<file path="src/rtl/mdu_pkg.sv">
// Shared definitions for the iterative multiply/divide unit.
//   mdu_op_e    : operation encodings carried on the op bus
//   mdu_state_e : sequencer states
//   MDU_WIDTH   : default operand width
//   MDU_CNT_W   : step counter width for the default operand width
package mdu_pkg;

   typedef enum logic [1:0] {
      MDU_MUL  = 2'b00,
      MDU_MULH = 2'b01,
      MDU_DIV  = 2'b10,
      MDU_REM  = 2'b11
   } mdu_op_e;

   typedef enum logic [1:0] {
      S_IDLE = 2'd0,
      S_CALC = 2'd1,
      S_FIN  = 2'd2
   } mdu_state_e;

   localparam int MDU_WIDTH = 16;

   // One extra bit so the counter can hold WIDTH itself.
   function automatic int mdu_cnt_width(input int width);
      return $clog2(width) + 1;
   endfunction

   localparam int MDU_CNT_W = mdu_cnt_width(MDU_WIDTH);

   function automatic logic is_div_op(input mdu_op_e op);
      return (op == MDU_DIV) || (op == MDU_REM);
   endfunction

endpackage

</file>
<file path="src/rtl/mdu_sequencer_if.sv">
// Request/response bundle between the main controller and the multiply/divide unit.
//   master (controller) drives : start, flush, op, sgn, a, b
//   slave  (mdu)        drives : busy, done, result, div_by_zero
interface mdu_sequencer_if #(
   parameter int WIDTH = 16
);
   logic             start;
   logic             flush;
   logic [1:0]       op;
   logic             sgn;
   logic [WIDTH-1:0] a;
   logic [WIDTH-1:0] b;
   logic             busy;
   logic             done;
   logic [WIDTH-1:0] result;
   logic             div_by_zero;

   modport master (
      output start, flush, op, sgn, a, b,
      input  busy, done, result, div_by_zero
   );

   modport slave (
      input  start, flush, op, sgn, a, b,
      output busy, done, result, div_by_zero
   );
endinterface

</file>
<file path="src/rtl/mdu_datapath.sv">
// Radix-2 shift-add / restoring shift-subtract datapath.
// Build option: MDU_SIGNED_EN adds magnitude conversion of operands at load and
// sign correction of the final values; without it sgn is ignored.
// Ports:
//   clk, rst        clock, async active-high reset
//   load            capture operands (first cycle of a new operation)
//   step            perform one iteration
//   div_mode        1 = restoring divide step, 0 = shift-add multiply step
//   sgn, a, b       operands as presented at load
//   prod_lo/hi      product halves after the step in flight
//   quot, rem       quotient / remainder after the step in flight
// The outputs reflect the value the registers will hold after this cycle's step,
// so the sequencer can capture the final result on the same edge as the last step.
module mdu_datapath import mdu_pkg::*; #(
   parameter int WIDTH = MDU_WIDTH
) (
   input  logic             clk,
   input  logic             rst,
   input  logic             load,
   input  logic             step,
   input  logic             div_mode,
   input  logic             sgn,
   input  logic [WIDTH-1:0] a,
   input  logic [WIDTH-1:0] b,
   output logic [WIDTH-1:0] prod_lo,
   output logic [WIDTH-1:0] prod_hi,
   output logic [WIDTH-1:0] quot,
   output logic [WIDTH-1:0] rem
);

   // acc holds product-high / partial remainder, sh holds product-low / quotient.
   logic [WIDTH-1:0]   acc_q, sh_q, dvs_q;
   logic [WIDTH-1:0]   acc_nxt, sh_nxt;
   logic [WIDTH-1:0]   a_mag, b_mag;
   logic [WIDTH:0]     sum, trial;
   logic [2*WIDTH-1:0] prod_mag, prod;

   assign sum   = {1'b0, acc_q} + (sh_q[0] ? {1'b0, dvs_q} : {(WIDTH+1){1'b0}});
   // Partial remainder stays below the divisor, so the shifted value fits in WIDTH+1
   // bits and trial[WIDTH] is the borrow.
   assign trial = {acc_q, sh_q[WIDTH-1]} - {1'b0, dvs_q};

   always_comb begin
      if (div_mode) begin
         acc_nxt = trial[WIDTH] ? {acc_q[WIDTH-2:0], sh_q[WIDTH-1]} : trial[WIDTH-1:0];
         sh_nxt  = {sh_q[WIDTH-2:0], ~trial[WIDTH]};
      end else begin
         acc_nxt = sum[WIDTH:1];
         sh_nxt  = {sum[0], sh_q[WIDTH-1:1]};
      end
   end

   always_ff @(posedge clk or posedge rst) begin
      if (rst) begin
         acc_q <= '0;
         sh_q  <= '0;
         dvs_q <= '0;
      end else if (load) begin
         acc_q <= '0;
         sh_q  <= a_mag;
         dvs_q <= b_mag;
      end else if (step) begin
         acc_q <= acc_nxt;
         sh_q  <= sh_nxt;
      end
   end

   assign prod_mag = {acc_nxt, sh_nxt};

`ifdef MDU_SIGNED_EN
   logic neg_a_q, neg_b_q;

   assign a_mag = (sgn && a[WIDTH-1]) ? (~a + 1'b1) : a;
   assign b_mag = (sgn && b[WIDTH-1]) ? (~b + 1'b1) : b;

   always_ff @(posedge clk or posedge rst) begin
      if (rst) begin
         neg_a_q <= 1'b0;
         neg_b_q <= 1'b0;
      end else if (load) begin
         neg_a_q <= sgn & a[WIDTH-1];
         neg_b_q <= sgn & b[WIDTH-1];
      end
   end

   // Remainder takes the dividend's sign; product and quotient take a^b.
   assign prod = (neg_a_q ^ neg_b_q) ? (~prod_mag + 1'b1) : prod_mag;
   assign quot = (neg_a_q ^ neg_b_q) ? (~sh_nxt + 1'b1) : sh_nxt;
   assign rem  = neg_a_q ? (~acc_nxt + 1'b1) : acc_nxt;
`else
   logic unused_sgn;
   assign unused_sgn = sgn;

   assign a_mag = a;
   assign b_mag = b;
   assign prod  = prod_mag;
   assign quot  = sh_nxt;
   assign rem   = acc_nxt;
`endif

   assign prod_lo = prod[WIDTH-1:0];
   assign prod_hi = prod[2*WIDTH-1:WIDTH];

endmodule

</file>
<file path="src/rtl/mdu_sequencer.sv">
// Iterative multiply/divide unit: sequencing FSM, step counter, handshake outputs
// and result selection around mdu_datapath.
// Build option: MDU_SIGNED_EN enables signed operation when sgn=1 (see mdu_datapath).
// Ports:
//   clk   rising-edge clock
//   rst   asynchronous active-high reset
//   bus   mdu_sequencer_if.slave: start/flush/op/sgn/a/b in, busy/done/result/div_by_zero out
//
// state  | meaning
// S_IDLE | waiting for start; result and div_by_zero hold the last outcome
// S_CALC | one datapath step per cycle, counter 0..WIDTH-1
// S_FIN  | done pulse, result valid; always returns to S_IDLE
module mdu_sequencer import mdu_pkg::*; #(
   parameter int WIDTH = MDU_WIDTH
) (
   input logic            clk,
   input logic            rst,
   mdu_sequencer_if.slave bus
);

   localparam int               CNT_W     = mdu_cnt_width(WIDTH);
   localparam logic [CNT_W-1:0] LAST_STEP = CNT_W'(WIDTH - 1);

   mdu_state_e       state;
   mdu_op_e          op_q, op_in;
   logic [CNT_W-1:0] cnt;
   logic             busy_q, done_q, dbz_q;
   logic [WIDTH-1:0] result_q, fin_result;
   logic             accept, dp_step, div_zero_in;
   logic [WIDTH-1:0] prod_lo, prod_hi, quot, rem;

   assign op_in       = mdu_op_e'(bus.op);
   assign accept      = (state == S_IDLE) && bus.start && !bus.flush;
   assign dp_step     = (state == S_CALC) && !bus.flush;
   assign div_zero_in = is_div_op(op_in) && (bus.b == '0);

   mdu_datapath #(.WIDTH(WIDTH)) u_datapath (
      .clk      (clk),
      .rst      (rst),
      .load     (accept),
      .step     (dp_step),
      .div_mode (is_div_op(op_q)),
      .sgn      (bus.sgn),
      .a        (bus.a),
      .b        (bus.b),
      .prod_lo  (prod_lo),
      .prod_hi  (prod_hi),
      .quot     (quot),
      .rem      (rem)
   );

   always_comb begin
      fin_result = prod_lo;
      case (op_q)
         MDU_MUL:  fin_result = prod_lo;
         MDU_MULH: fin_result = prod_hi;
         MDU_DIV:  fin_result = quot;
         MDU_REM:  fin_result = rem;
         default:  fin_result = prod_lo;
      endcase
   end

   always_ff @(posedge clk or posedge rst) begin
      if (rst) begin
         state    <= S_IDLE;
         op_q     <= MDU_MUL;
         cnt      <= '0;
         busy_q   <= 1'b0;
         done_q   <= 1'b0;
         dbz_q    <= 1'b0;
         result_q <= '0;
      end else begin
         done_q <= 1'b0;
         if (bus.flush) begin
            state  <= S_IDLE;
            cnt    <= '0;
            busy_q <= 1'b0;
         end else begin
            case (state)
               S_IDLE: begin
                  if (bus.start) begin
                     op_q   <= op_in;
                     cnt    <= '0;
                     busy_q <= 1'b1;
                     dbz_q  <= 1'b0;
                     if (div_zero_in) begin
                        // No iterations needed: answer is fixed by the operation.
                        state    <= S_FIN;
                        done_q   <= 1'b1;
                        dbz_q    <= 1'b1;
                        result_q <= (op_in == MDU_DIV) ? '1 : bus.a;
                     end else begin
                        state <= S_CALC;
                     end
                  end
               end
               S_CALC: begin
                  cnt <= cnt + 1'b1;
                  if (cnt == LAST_STEP) begin
                     state    <= S_FIN;
                     done_q   <= 1'b1;
                     result_q <= fin_result;
                  end
               end
               S_FIN: begin
                  state  <= S_IDLE;
                  busy_q <= 1'b0;
               end
               default: begin
                  state  <= S_IDLE;
                  busy_q <= 1'b0;
               end
            endcase
         end
      end
   end

   assign bus.busy        = busy_q;
   assign bus.done        = done_q;
   assign bus.result      = result_q;
   assign bus.div_by_zero = dbz_q;

endmodule

</file>
<file path="src/flat_wrapper.sv">
// flat-port wrapper written by rule: the top's interface ports become plain ports
module mdu_sequencer_flat import mdu_pkg::*;
#(
   parameter int WIDTH = MDU_WIDTH
)
  (clk, rst, bus_start, bus_flush, bus_op, bus_sgn, bus_a, bus_b, bus_busy, bus_done, bus_result, bus_div_by_zero);
  mdu_sequencer_if #(.WIDTH(WIDTH)) bus_i ();
  input logic clk;
  input logic rst;
  input wire logic [$bits(bus_i.start)-1:0] bus_start;
  input wire logic [$bits(bus_i.flush)-1:0] bus_flush;
  input wire logic [$bits(bus_i.op)-1:0] bus_op;
  input wire logic [$bits(bus_i.sgn)-1:0] bus_sgn;
  input wire logic [$bits(bus_i.a)-1:0] bus_a;
  input wire logic [$bits(bus_i.b)-1:0] bus_b;
  output wire logic [$bits(bus_i.busy)-1:0] bus_busy;
  output wire logic [$bits(bus_i.done)-1:0] bus_done;
  output wire logic [$bits(bus_i.result)-1:0] bus_result;
  output wire logic [$bits(bus_i.div_by_zero)-1:0] bus_div_by_zero;
  assign bus_i.start = bus_start;
  assign bus_i.flush = bus_flush;
  assign bus_i.op = bus_op;
  assign bus_i.sgn = bus_sgn;
  assign bus_i.a = bus_a;
  assign bus_i.b = bus_b;
  assign bus_busy = bus_i.busy;
  assign bus_done = bus_i.done;
  assign bus_result = bus_i.result;
  assign bus_div_by_zero = bus_i.div_by_zero;
  mdu_sequencer #(.WIDTH(WIDTH)) u_core (.clk(clk), .rst(rst), .bus(bus_i));
endmodule
</file>
<file path="config.mk">
export PLATFORM = sky130hd
export DESIGN_NAME = mdu_sequencer_flat
export DESIGN_NICKNAME = d
export VERILOG_FILES = /design/src/rtl/mdu_pkg.sv /design/src/rtl/mdu_sequencer_if.sv /design/src/rtl/mdu_datapath.sv /design/src/rtl/mdu_sequencer.sv /design/src/flat_wrapper.sv
export SDC_FILE = /design/constraint.sdc
export NUM_CORES = 1
export LEC_CHECK = 0
export BUFFER_PORTS_ARGS = -buffer_cell sky130_fd_sc_hd__clkbuf_2
export CORE_MARGIN = 2
export CORE_UTILIZATION = 55
export DETAILED_ROUTE_END_ITERATION = 8
export PLACE_DENSITY = 0.86
export RECOVER_POWER = 100
export SETUP_SLACK_MARGIN = 0.3
export SLEW_MARGIN = 20
export SYNTH_ARGS = -nofsm -noshare
export SYNTH_HDL_FRONTEND = slang
export SYNTH_SLANG_ARGS = --single-unit
</file>
<file path="constraint.sdc">
create_clock -name clk -period 4.4 [get_ports clk]
set_input_delay 0 -clock clk [delete_from_list [all_inputs] [get_ports clk]]
set_output_delay 0 -clock clk [all_outputs]
set_load 0.01 [all_outputs]
</file>
## Word level (Yosys, flattened, before mapping)

Index checks and enable logic that the tools add are counted.

| cells by class | value |
|---|---|
| $add $sub $neg | 3 |
| multipliers | 0 |
| divide/modulo/power cells | 0 |
| $lt $le $gt $ge | 0 |
| equality and inequality tests | 13 |
| shift operators | 0 |
| multiplexer cells | 30 |
| bitwise gates (word level) | 2 |
| reductions and logical operators | 20 |

Operator list:

| operator | number |
|---|---|
| $mux W16 | 12 |
| $pmux W16 S2 | 2 |
| $add A16 B17 Y17 | 1 |
| $sub A17 B16 Y17 | 1 |
| $logic_not A16 Y1 | 1 |
| $mux W5 | 2 |
| $pmux W5 S2 | 1 |
| $eq A2 B2 Y1 const B | 4 |
| $mux W2 | 4 |
| $mux W1 | 6 |
| $ne A2 B2 Y1 const B | 3 |
| $ne A3 B3 Y1 const B | 2 |
| $reduce_and A2 Y1 | 3 |
| $add A5 B1 Y5 const B | 1 |
| $eq A5 B4 Y1 const B | 1 |
| $reduce_and A5 Y1 | 1 |
| $eq A2 B1 Y1 const B | 2 |
| $logic_and A1 B1 Y1 | 4 |
| $logic_not A2 Y1 | 2 |
| $pmux W1 S2 | 2 |
| $pmux W2 S2 | 1 |
| $reduce_bool A2 Y1 | 2 |
| $reduce_or A2 Y1 | 2 |
| $reduce_and A3 Y1 | 1 |
| 5 further kinds | 7 |

| storage, ports and cells | value |
|---|---|
| register bits after elaboration | 76 |
| latch bits | 0 |
| RAM bits | 0 |
| bits in read-only memories | 0 |
| input port bits | 39 |
| output and inout bits | 19 |
| logic and storage cells | 78 |
| memories kept | 0 |

## Logic depth before layout (Yosys ltp)

| depth | value |
|---|---|
| depth in word-level cells | 7 |
| depth in mapped cells | 13 |
| gate-level depth less buffers | 11 |

## By module

From an unflattened synthesis, not the netlist that was laid out.

| unflattened totals | value |
|---|---|
| cell total of the unflattened synthesis | 698 |
| area total of the unflattened synthesis | 6,354.8 µm² |

By module, submodules not included:

| module | instances | cells an instance | area each (µm²) | sequential area each (µm²) |
|---|---|---|---|---|
| mdu_datapath | 1 | 546 | 4,574.4 | 1,201.2 |
| mdu_sequencer | 1 | 152 | 1,780.5 | 700.7 |

## Worst setup path before layout

No wires, ideal clock.

| timing | value |
|---|---|
| path type | reg2reg |
| start point | register u_core.u_datapath.sh_q[0] |
| end point | register u_core.result_q[11] (netlist: u_core.bus.result[11]) |
| setup time | 134 ps |
| arrival time | 2,737 ps |
| required time | 4,266 ps |
| path slack | 1,530 ps |
| stages on the path, launching flop included | 13 |
| buffers on the path | 1 |
| period minus slack after synthesis | 2,870 ps |
| cell sequence | dfrtp_1 > clkbuf_1 > and2_1 > ha_1 > fa_1 > a21oi_1 > o211ai_1 > a2111oi_0 > nor3_1 > xnor2_1 > nor2_1 > a311oi_1 > o21ai_0 |

| on the way | value |
|---|---|
| longest elaborated chain between the ends | 6 |

RTL lines:

| item | line | source |
|---|---|---|
| from (decl) | mdu_datapath.sv:32 | `logic [WIDTH-1:0] acc_q, sh_q, dvs_q;` |
| from (signal assigned) | mdu_datapath.sv:60 | `sh_q <= a_mag;` |
| from (signal assigned) | mdu_datapath.sv:64 | `sh_q <= sh_nxt;` |
| $mux W16 | mdu_datapath.sv:38 | `assign sum = {1'b0, acc_q} + (sh_q[0] ? {1'b0, dvs_q} : {(WIDTH+1){1'b0}});` |
| $add A16 B17 Y17 | mdu_datapath.sv:38 |  |
| $mux W16 | mdu_datapath.sv:44 | `if (div_mode) begin` |
| $pmux W16 S2 | mdu_sequencer.sv:54 | `case (op_q)` |
| $mux W16 | mdu_sequencer.sv:99 | `if (cnt == LAST_STEP) begin` |
| $pmux W16 S2 | mdu_sequencer.sv:79 | `case (state)` |
| to (signal assigned) | mdu_sequencer.sv:91 | `result_q <= (op_in == MDU_DIV) ? '1 : bus.a;` |
| to (signal assigned) | mdu_sequencer.sv:102 | `result_q <= fin_result;` |
| to (decl) | mdu_sequencer.sv:28 | `logic [WIDTH-1:0] result_q, fin_result;` |

No other way between the ends. The select of a mux whose other input is x is not followed.
A chain may end at the register's enable or synchronous reset.

## Final worst setup path

| timing | value |
|---|---|
| start point | register u_core.u_datapath.sh_q[0] |
| end point | register u_core.u_datapath.acc_q[11] |

| on the way | value |
|---|---|
| longest elaborated chain between the ends | 5 |

RTL lines:

| item | line | source |
|---|---|---|
| $mux W16 | mdu_datapath.sv:38 |  |
| $add A16 B17 Y17 | mdu_datapath.sv:38 |  |
| $mux W16 | mdu_datapath.sv:44 |  |
| $mux W16 | mdu_datapath.sv:62 | `end else if (step) begin` |
| $mux W16 | mdu_datapath.sv:58 | `end else if (load) begin` |
| to (signal assigned) | mdu_datapath.sv:63 | `acc_q <= acc_nxt;` |
| to (decl) | mdu_datapath.sv:32 |  |

No other way between the ends. The select of a mux whose other input is x is not followed.

==> flow_summary.yaml <==
clock_network:
  clk_path_buf_depth: 2
  cts_sinks: 76
  postCtsSetupRepairBufs: 0
  cts_buffers: 9
  clock_latency_ns: 0.36
  clockRootBuffer: "clkbuf_8"
  cts_tree: "yes"
  h-tree-depth: 3
  path_clk_slew_ns: 0.08
power_and_ir_drop:
  switchingPower_mw: 1.88
  clock_power_share: 0.153
  p_per_area_nw_per_um2: 600
  p_int_mw: 2.08
  leakage_nw: 2.93
  ir_worst_vdd_uv: 359
  sw_frac_of_total: 0.475
  p_comb_frac: 0.550
  p_seq_frac: 0.296
setup_path:
  worstPathArrival_ns: 3.95
  path_max_fanout: 18
  critPathCaptureType: "flop"
  critPathLaunchType: "flop"
  required_ns: 4.59
  critPathKind: "flop to flop"
finish:
  nNetsFinal: 852
  diodes: 0
  regArea_sq_um: 1900
  nFillCells: 859
  area_delta_synth_final_pct: 14.0
  final_layout_size_suffix_gt1_frac: 0.0935
  final_cells: 917
  multi_input_area_sq_um: 3540
logic_synthesis:
  synth.avg_cell_area_sq_um: 8.19
  synth_warnings: 0
  synth_edf_count: 0
  yosysSeqAreaShare: 0.329
  syn_inst: 706
  async_flop_share: 1.00
  ys_seq_elements: 76
  syn_area_sq_um: 5780
  ys_types: 69
  ys.flop_type: "dfrtp_1"
  synthesis.nets: 781
timing:
  finalSetupViolCount: 0
  finalClockSkew_ns: 0.0115
  slew_headroom: -0.762
  rsz0062_at_grt: "no"
  min_period_ns: 3.76
  finalSetupTns_ns: 0
  hold_viol: 0
  drv_slew: 145
  max_freq_ghz: 0.266
  final_min_period_over_clock_period: 0.854
  worst-slew-pin-transition_ns: 2.64
grt:
  grt_pass1_wl_mm: 28.4
  antenna_found_initial: 0
  grt_pass1_vias: 5748
  global_route.overflow_total: 0
  track_usage: 0.314
  grt_max_degree: 77
floorplanning:
  start_util: 0.563
  rows: 37
  ioPinCount: 58
  coreArea_sq_um: 10300
  dieArea_sq_um: 11400
  fp.dieH_um: 107
  die_w_um: 107
placed_design:
  place_inst: 866
  portBuffers: 56
  dp_hpwl_mm: 11.7
  gp_congestion: 0.948
route:
  routed_via_density: 6.44
  vias: 5901
  dr.pass1.iters: 6
  routed_wirelength_mm: 17.2
  dr.first_iter.drc_count: 712
  ant_nets: 0
  drc: 0
  wl_per_cell_um: 18.8
outcome:
  violations: "max-capacitance violations, max-slew violations"
  status: "complete, but fails checks"
worst_hold_path:
  hp-class: "primary input to flop"
job:
  max_cap_viol_count: 2
==> sequential cells by signal, indices dropped and copies added, names as in the netlist <==
signal,flops
u_core.op_q,2
u_core.u_datapath.sh_q,16
u_core.cnt,5
u_core.u_datapath.acc_q,16
u_core.bus.busy,1
u_core.bus.done,1
u_core.state,2
u_core.u_datapath.dvs_q,16
u_core.bus.div_by_zero,1
u_core.bus.result,16
==> Yosys cell counts (4+ instances only) <==
cell,number,share of area
a21o_1,8,0.010
a211o_1,4,0.0061
nor2b_1,9,0.0097
a211oi_1,6,0.0078
and3_1,5,0.0054
nand2_1,81,0.053
xnor2_1,12,0.018
a21oi_1,55,0.048
dfrtp_1,76,0.33
or2_2,4,0.0043
a31oi_1,9,0.0097
o221ai_1,4,0.0061
mux2i_1,23,0.040
o21ai_0,89,0.077
a311oi_1,8,0.012
inv_1,32,0.021
nand2b_1,4,0.0043
and2_1,22,0.024
ha_1,34,0.074
nand3_1,14,0.012
o21ai_1,4,0.0035
nor2_1,59,0.038
nor3_1,16,0.014
o31ai_1,10,0.013
clkbuf_1,23,0.015
xor2_1,12,0.018
buf_2,5,0.0043
a22oi_1,4,0.0052
o311ai_1,4,0.0061
nand4_1,5,0.0054
nor4_1,4,0.0043
o21a_1,4,0.0052
==> kinds of logic (layout without fill, tap and decap cells) <==
| logic type | after synthesis | count (layout) | synth area share |
|---|---|---|---|
| AO/OA/AOI/OAI | 235 | 235 | 0.252 |
| XOR/XNOR | 24 | 24 | 0.0363 |
| adder cells (fa/ha/maj) | 36 | 36 | 0.0805 |
| buffers and inverters | 69 | 144 | 0.0504 |
| flip-flops | 76 | 76 | 0.329 |
| multiplexers | 25 | 25 | 0.0437 |
| AND/OR/NAND/NOR | 241 | 241 | 0.208 |
==> layout make-up <==
| type | instances | share of cell area |
|---|---|---|
| tap | 136 | 0.0258 |
| clock buffer | 9 | 0.0188 |
| clock inverter | 6 | 0.0137 |
| multi-input combinational | 561 | 0.537 |
| inverter | 33 | 0.0188 |
| sequential | 76 | 0.289 |
| timing repair buffer | 96 | 0.0970 |
==> metal layers <==
metal | global-route usage | vias up | wire length, um
met5 | 0 | - | 0
met4 | 0.157 | 0 | 921
met3 | 0.0441 | 86 | 1410
met2 | 0.519 | 355 | 8040
met1 | 0.403 | 2769 | 6820
li1 | - | 2691 | -
==> critical path, stage by stage, from the launching register on <==
cell and delay (ns):
dfrtp_1 0.63, and2_0 0.29, ha_1 0.24, fa_1 0.44, a21oi_1 0.29, o211ai_1 0.17, a2111oi_0 0.55, nor3_1 0.15
xnor2_1 0.17, nor2_1 0.05, a311oi_1 0.48, o21ai_0 0.14
==> timing repair <==
action                                 CTS  global route
resized for setup                        0             0
hold buffers                            36             0
endpoints found under the hold margin  111             0
==> placed cells by master (no fill, tap or decap), types with 9 or more instances in the layout <==
| master | netlist | layout |
|---|---|---|
| o21ai_0 | 89 | 90 |
| nand2_1 | 81 | 81 |
| dfrtp_1 | 76 | 75 |
| nor2_1 | 59 | 59 |
| a21oi_1 | 55 | 56 |
| clkbuf_2 | 0 | 37 |
| dlygate4sd3_1 | 0 | 36 |
| ha_1 | 34 | 34 |
| inv_1 | 32 | 32 |
| mux2i_1 | 23 | 23 |
| clkbuf_1 | 23 | 21 |
| and2_1 | 22 | 20 |
| nand3_1 | 14 | 16 |
| nor3_1 | 16 | 16 |
| xor2_1 | 12 | 12 |
| xnor2_1 | 12 | 12 |
| o31ai_1 | 10 | 10 |
| a31oi_1 | 9 | 9 |
| nor2b_1 | 9 | 9 |
| clkbuf_8 | 0 | 9 |
==> final timing paths <==
path / startpoint / end / slack (ns) / cells after the start
worst max-delay path: u_core.u_datapath.sh_q[0] / u_core.u_datapath.acc_q[11] / 0.64 / 11
worst min-delay path: bus_start / u_core.bus.busy / 0.02 / 3
worst max register to register: u_core.u_datapath.sh_q[0] / u_core.u_datapath.acc_q[11] / 0.64 / 11
worst min register to register: u_core.cnt[2] / u_core.cnt[2] / 0.50 / 1
max in group asynchronous: rst / u_core.op_q[1] / 2.27 / 4
min in group asynchronous: rst / u_core.bus.result[1] / 0.84 / 4
==> power by group through the flow <==
stage	logic (mW)	registers [mW]	clock network, mW
after floorplan	1.66	1.10	0
after global placement	2.05	1.16	0
after detailed placement	2.13	1.17	0
after CTS	2.17	1.16	0.601
after global routing	2.41	1.19	0.631
final	2.17	1.17	0.607
==> stage by stage <==
step | instance area [sq um] | utilization | power [mW] | hold WS (ns) | setup WS, ns
2_1_floorplan | 5780 | - | 2.76 | 0.0708 | 1.53
3_3_place_gp | 6110 | 0.594 | 3.21 | 0.227 | 0.845
3_5_place_dp | 6110 | 0.594 | 3.30 | 0.231 | 0.785
4_1_cts | 6680 | 0.650 | 3.93 | 0.0268 | 0.743
5_1_grt | 6590 | 0.641 | 4.23 | 0.0601 | 0.509
6_report | 6590 | 0.641 | 3.95 | 0.0182 | 0.642
Power figures use the tool's default switching activity.
